==> config.mk <==
export PLATFORM = sky130hd
export DESIGN_NAME = ysyx_22051013_mem_arb
export DESIGN_NICKNAME = d
export VERILOG_FILES = /design/src/rtl/ysyx_22051013_mem_arb_pkg.sv /design/src/rtl/ysyx_22051013_mem_arb_req_reg.sv /design/src/rtl/ysyx_22051013_mem_arb.sv
export SDC_FILE = /design/constraint.sdc
export NUM_CORES = 1
export LEC_CHECK = 0
export CAP_MARGIN = 25
export CELL_PAD_IN_SITES_DETAIL_PLACEMENT = 1
export CELL_PAD_IN_SITES_GLOBAL_PLACEMENT = 1
export CORE_AREA = 2 2 212 214
export DETAILED_ROUTE_END_ITERATION = 6
export DIE_AREA = 0 0 214 216
export PLACE_DENSITY_LB_ADDON = 0.1
export SYNTH_ARGS = -nofsm -noshare
export SYNTH_HDL_FRONTEND = slang
export SYNTH_HIERARCHICAL = 1
export SYNTH_SLANG_ARGS = --single-unit
==> constraint.sdc <==
create_clock -name clk -period 11.76 [get_ports clk]
set_clock_uncertainty 0.05 [all_clocks]
set_input_delay 1.764 -clock clk [delete_from_list [all_inputs] [get_ports clk]]
set_output_delay 1.764 -clock clk [all_outputs]
set_load 0.02 [all_outputs]
==> src/rtl/ysyx_22051013_mem_arb_pkg.sv <==
// Shared definitions for the IFU/LSU single-port memory arbiter.
// Holds the bus widths, the starvation bound and the FSM state encoding.
package ysyx_22051013_mem_arb_pkg;

    localparam int unsigned ARB_ADDR_W     = 64;
    localparam int unsigned ARB_DATA_W     = 64;
    localparam int unsigned ARB_STARVE_MAX = 4;

    typedef enum logic [2:0] {
        ST_IDLE    = 3'd0,
        ST_IF_REQ  = 3'd1,
        ST_IF_WAIT = 3'd2,
        ST_LS_REQ  = 3'd3,
        ST_LS_WAIT = 3'd4
    } arb_state_t;

endpackage

==> src/rtl/ysyx_22051013_mem_arb_req_reg.sv <==
// Memory request field register: selects IFU or LSU fields and loads them on the grant edge.
// Fields are held unchanged for the whole transaction since only a grant reloads them.
module ysyx_22051013_mem_arb_req_reg
    import ysyx_22051013_mem_arb_pkg::*;
#(
    parameter int unsigned ADDR_W = ARB_ADDR_W,
    parameter int unsigned DATA_W = ARB_DATA_W
) (
    input  logic                clk,
    input  logic                rst,
    input  logic                i_load,
    input  logic                i_sel_ls,
    input  logic [ADDR_W-1:0]   i_if_addr,
    input  logic                i_ls_wen,
    input  logic [ADDR_W-1:0]   i_ls_addr,
    input  logic [DATA_W-1:0]   i_ls_wdata,
    input  logic [DATA_W/8-1:0] i_ls_wmask,
    output logic                o_wen,
    output logic [ADDR_W-1:0]   o_addr,
    output logic [DATA_W-1:0]   o_wdata,
    output logic [DATA_W/8-1:0] o_wmask
);

    logic                r_wen;
    logic [ADDR_W-1:0]   r_addr;
    logic [DATA_W-1:0]   r_wdata;
    logic [DATA_W/8-1:0] r_wmask;

    always_ff @(posedge clk or posedge rst) begin
        if (rst) begin
            r_wen   <= 1'b0;
            r_addr  <= '0;
            r_wdata <= '0;
            r_wmask <= '0;
        end else if (i_load) begin
            if (i_sel_ls) begin
                r_wen   <= i_ls_wen;
                r_addr  <= i_ls_addr;
                r_wdata <= i_ls_wdata;
                r_wmask <= i_ls_wmask;
            end else begin
                // Fetches are plain doubleword reads.
                r_wen   <= 1'b0;
                r_addr  <= i_if_addr;
                r_wdata <= '0;
                r_wmask <= '0;
            end
        end
    end

    assign o_wen   = r_wen;
    assign o_addr  = r_addr;
    assign o_wdata = r_wdata;
    assign o_wmask = r_wmask;

endmodule

==> src/rtl/ysyx_22051013_mem_arb.sv <==
// Single-port memory arbiter between instruction fetch and load/store.
// LSU has priority; a pending fetch wins after STARVE_MAX consecutive LSU grants.
module ysyx_22051013_mem_arb
    import ysyx_22051013_mem_arb_pkg::*;
#(
    parameter int unsigned ADDR_W     = ARB_ADDR_W,
    parameter int unsigned DATA_W     = ARB_DATA_W,
    parameter int unsigned STARVE_MAX = ARB_STARVE_MAX
) (
    input  logic                clk,
    input  logic                rst,
    input  logic                if_req,
    input  logic [ADDR_W-1:0]   if_addr,
    input  logic                if_flush,
    output logic                if_rvalid,
    output logic [DATA_W-1:0]   if_rdata,
    output logic                if_busy,
    input  logic                ls_req,
    input  logic                ls_wen,
    input  logic [ADDR_W-1:0]   ls_addr,
    input  logic [DATA_W-1:0]   ls_wdata,
    input  logic [DATA_W/8-1:0] ls_wmask,
    output logic                ls_done,
    output logic [DATA_W-1:0]   ls_rdata,
    output logic                mem_valid,
    input  logic                mem_ready,
    output logic                mem_wen,
    output logic [ADDR_W-1:0]   mem_addr,
    output logic [DATA_W-1:0]   mem_wdata,
    output logic [DATA_W/8-1:0] mem_wmask,
    input  logic                mem_rvalid,
    input  logic [DATA_W-1:0]   mem_rdata
);

    localparam int unsigned CNT_W = $clog2(STARVE_MAX + 1);

    arb_state_t         r_state;
    arb_state_t         w_next;
    logic [CNT_W-1:0]   r_starve;
    logic               r_drop;
    logic               r_if_rvalid;
    logic [DATA_W-1:0]  r_if_rdata;
    logic               r_ls_done;
    logic [DATA_W-1:0]  r_ls_rdata;
    logic               w_grant_if;
    logic               w_grant_ls;
    logic               w_if_ok;
    logic               w_starved;
    logic               w_if_phase;

    assign w_if_ok    = if_req & ~if_flush;
    assign w_starved  = (r_starve == CNT_W'(STARVE_MAX));
    assign w_if_phase = (r_state == ST_IF_REQ) || (r_state == ST_IF_WAIT);

    always_comb begin
        w_next     = r_state;
        w_grant_if = 1'b0;
        w_grant_ls = 1'b0;
        case (r_state)
            ST_IDLE: begin
                if (ls_req && !(w_if_ok && w_starved)) begin
                    w_next     = ST_LS_REQ;
                    w_grant_ls = 1'b1;
                end else if (w_if_ok) begin
                    w_next     = ST_IF_REQ;
                    w_grant_if = 1'b1;
                end
            end
            ST_IF_REQ:  if (mem_ready)  w_next = ST_IF_WAIT;
            ST_IF_WAIT: if (mem_rvalid) w_next = ST_IDLE;
            ST_LS_REQ:  if (mem_ready)  w_next = ST_LS_WAIT;
            ST_LS_WAIT: if (mem_rvalid) w_next = ST_IDLE;
            default:    w_next = ST_IDLE;
        endcase
    end

    always_ff @(posedge clk or posedge rst) begin
        if (rst) begin
            r_state     <= ST_IDLE;
            r_starve    <= '0;
            r_drop      <= 1'b0;
            r_if_rvalid <= 1'b0;
            r_if_rdata  <= '0;
            r_ls_done   <= 1'b0;
            r_ls_rdata  <= '0;
        end else begin
            r_state <= w_next;

            if (w_grant_if || (r_state == ST_IDLE && !if_req))
                r_starve <= '0;
            else if (w_grant_ls && if_req && !w_starved)
                r_starve <= r_starve + CNT_W'(1);

            if (w_next == ST_IDLE)
                r_drop <= 1'b0;
            else if (w_if_phase && if_flush)
                r_drop <= 1'b1;

            // A flush arriving with the response itself also discards it.
            r_if_rvalid <= (r_state == ST_IF_WAIT) && mem_rvalid && !r_drop && !if_flush;
            if ((r_state == ST_IF_WAIT) && mem_rvalid && !r_drop && !if_flush)
                r_if_rdata <= mem_rdata;

            r_ls_done <= (r_state == ST_LS_WAIT) && mem_rvalid;
            if ((r_state == ST_LS_WAIT) && mem_rvalid)
                r_ls_rdata <= mem_rdata;
        end
    end

    ysyx_22051013_mem_arb_req_reg #(
        .ADDR_W (ADDR_W),
        .DATA_W (DATA_W)
    ) u_req_reg (
        .clk        (clk),
        .rst        (rst),
        .i_load     (w_grant_if | w_grant_ls),
        .i_sel_ls   (w_grant_ls),
        .i_if_addr  (if_addr),
        .i_ls_wen   (ls_wen),
        .i_ls_addr  (ls_addr),
        .i_ls_wdata (ls_wdata),
        .i_ls_wmask (ls_wmask),
        .o_wen      (mem_wen),
        .o_addr     (mem_addr),
        .o_wdata    (mem_wdata),
        .o_wmask    (mem_wmask)
    );

    assign mem_valid = (r_state == ST_IF_REQ) || (r_state == ST_LS_REQ);
    assign if_busy   = (if_req & ~r_if_rvalid) | w_if_phase;
    assign if_rvalid = r_if_rvalid;
    assign if_rdata  = r_if_rdata;
    assign ls_done   = r_ls_done;
    assign ls_rdata  = r_ls_rdata;

endmodule
==> results.md <==
- CORE AREA: 0.0438 sq mm
- First-pass GRT wire length: 63800 um
- Yosys top cell by area: dfrtp_1
- Layout area overhead: 62.4%
- GP Congestion: 0.773
- Setup TNS: 0 ps
- Worst hold margin: 453 ps
- Fin cells: 1913
- Final Setup Violations: 0
- Num CTS Buffers: 36
- Die area: 0.0462 sq mm
- Gate Count Post-Synth: 765
- Fmax: 0.198 GHz
- Vias in the first global route: 9260
- Synth unique cells: 36
- Critical path capture point type: primary output
- Max-Cap Viols: 0
- WP data required: 9950 ps
- Die X: 214 um
- Clock-pin slew on the worst setup and hold paths: 60 ps
- Dpl hpwl: 30800 um
- Routed Antenna Nets: 0
- RSZ-0062 raised after global routing: no
- Leakage power: 7.68 nW
- Final slew viol count: 0
- Fin crit share: 42.9%
- DRT Pass-1 Iters: 4
- Initial Utilization: 25.2%
- Ys flop type: dfrtp_1
- Mapped Area: 0.0110 sq mm
- Worst Hold Launch: u_req_reg/o_wdata[61]
- Drt drc: 0
- HP Class: register to register
- Final worst slack: 6710 ps
- Most frequent cells in the layout: clkdlybuf4s50_1, dfrtp_1, mux2_2
- Initial drt markers: 384
- CP Cell Sequence: clkdlybuf4s50_1 > inv_1 > o22ai_1 > clkdlybuf4s50_1
- Pin slew with the least headroom to its limit: 997 ps
- Seq/Total Area, Yosys: 62.1%
- Worst path most repeated cell: clkdlybuf4s50_1
- Post-cts sizing count: 0
- Initial antenna violation count: 3
- Final wirelength: 42300 um
- Gr usage total: 18.4%
- Post-Syn Area per Cell: 14.4 sq um
- Die height: 216 um
- Post-layout minimum cycle time: 5050 ps
- Syn nets: 1039
- Yosys warning count: 6
- H-tree depth: 2
- Post-synth top area share: 62.1%
- Worst skew pair latency: 530 ps
- # nets final: 1575
- Largest net degree at the start of global routing: 79
- CP Launch Type: input pin
- FF-to-FF Start: r_state[2]
- Hold bufs inserted after CTS: 0
- Clk sinks: 274
- Worst Path Max Fanout: 4
- CTS tree: built
- Post-Place Worst Slack: 6720 ps
- Rel. slew slack: 33.6%
- Inst Count DP: 1854
- Final hold violations: 0
- Crit-path slowest cell: clkdlybuf4s50_1
- Row cnt: 77
- Crit Path Category: input pin to primary output
- CTS Buffer Depth: 3
- Most common cell after layout, fill and taps aside: clkdlybuf4s50_1
- Pwr/cell area: 288 mW/mm^2
- EDFF count, synth: 0
- DR vias/cell: 4.38
- Arr. time, crit path: 3230 ps
- I/O Buffers: 540
- Gr ovfl total: 0
- Filler instances: 4586
- Post-CTS Setup Bufs: 0
- Vias: 8380
- Status: complete, no violations
- Clock root cell: clkbuf_16
- Ports: 541
- Synth Register Bits: 274
- Share of layout cells above drive strength 1: 14.5%
- Utilization after layout: 40.9%
- Leading post-synthesis cells by cell area: dfrtp_1, mux2_2, mux2_4
- Avg WL per Cell: 22.1 um
- Critical Path Start: if_req
- Slowest stage delay, CP: 680 ps
- Ys async rst share: 100%
- Worst vdd ir: 0.000146 V
## cell type report
cell class | instances | area, sq um | area share (%)
well taps | 592 | 741 | 4.13
inverters | 9 | 43.8 | 0.244
diodes | 1 | 2.50 | 0.0140
clock buffers | 53 | 1030 | 5.72
multi-input cells | 430 | 3740 | 20.9
repair buffers | 550 | 5500 | 30.7
flip-flops and latches | 274 | 6860 | 38.2
clock inverters | 4 | 23.8 | 0.133
## state kept, by name, summed over array words and instances, names as in the netlist
name / cells
r_drop: 1
ls_done: 1
u_req_reg/o_addr: 64
r_state: 3
if_rdata: 64
u_req_reg/o_wen: 1
ls_rdata: 64
if_rvalid: 1
u_req_reg/o_wmask: 8
r_starve: 3
u_req_reg/o_wdata: 64
## cell families (layout without fill, tap and decap cells)
family,after synthesis,in the layout,synth area share [%]
flops,274,274,62.1
fa+ha+maj,2,2,0.227
buf+inv,61,616,4.15
simple gates,85,85,3.29
mux,193,193,20.6
compound gates,146,146,9.29
xor+xnor,4,4,0.317
other cells,0,1,0
## metal layers
metal / part of all wire, % / GRT usage (%) / vias to the layer above / routed length, um
met5: 0.064 / 0 / - / 27
met4: 2.4 / 5.76 / 4 / 1010
met3: 9.7 / 7.60 / 63 / 4100
met2: 47 / 29.2 / 333 / 19800
met1: 41 / 22.7 / 4187 / 17300
li1: - / - / 3793 / -
## Yosys cell counts, drive strengths merged (3+ instances only)
master and n:
nor2 68, a22o 73, inv 9, buf 47, clkbuf 5, mux2 128, xnor2 3, a21oi 65
nand2 3, dfrtp 274, mux2i 65
## per-stage QoR
step | cell area (sq um) | power, mW
finish | 17900 | 5.17
global route | 17900 | 5.48
CTS | 17900 | 5.27
detailed placement | 16900 | 4.21
global placement | 16900 | 4.18
floorplan | 11000 | 2.94
## worst paths after layout
| path | end | slack (ps) | cells past startpoint |
|---|---|---|---|
| max | if_busy | 6710 | 4 |
| min | u_req_reg/o_wdata[61] | 450 | 1 |
| max reg2reg | u_req_reg/o_wdata[53] | 8410 | 6 |
| min reg2reg | u_req_reg/o_wdata[61] | 450 | 1 |
| max in group asynchronous | ls_rdata[39] | 8560 | 3 |
| min in group asynchronous | u_req_reg/o_wdata[48] | 1780 | 2 |
## worst max-delay path, delay by kind of cell
kind | cells | cell delay [ps]
buf+inv | 3 | 1290
compound gates | 1 | 190
## where the power goes
group | total, mW | switching [mW] | internal [mW]
clock network | 1.01 | 0.409 | 0.598
logic | 2.52 | 1.26 | 1.26
registers | 1.64 | 0.250 | 1.39
total | 5.17 | 1.92 | 3.25
No activity file was read; power rests on OpenSTA's default activity.
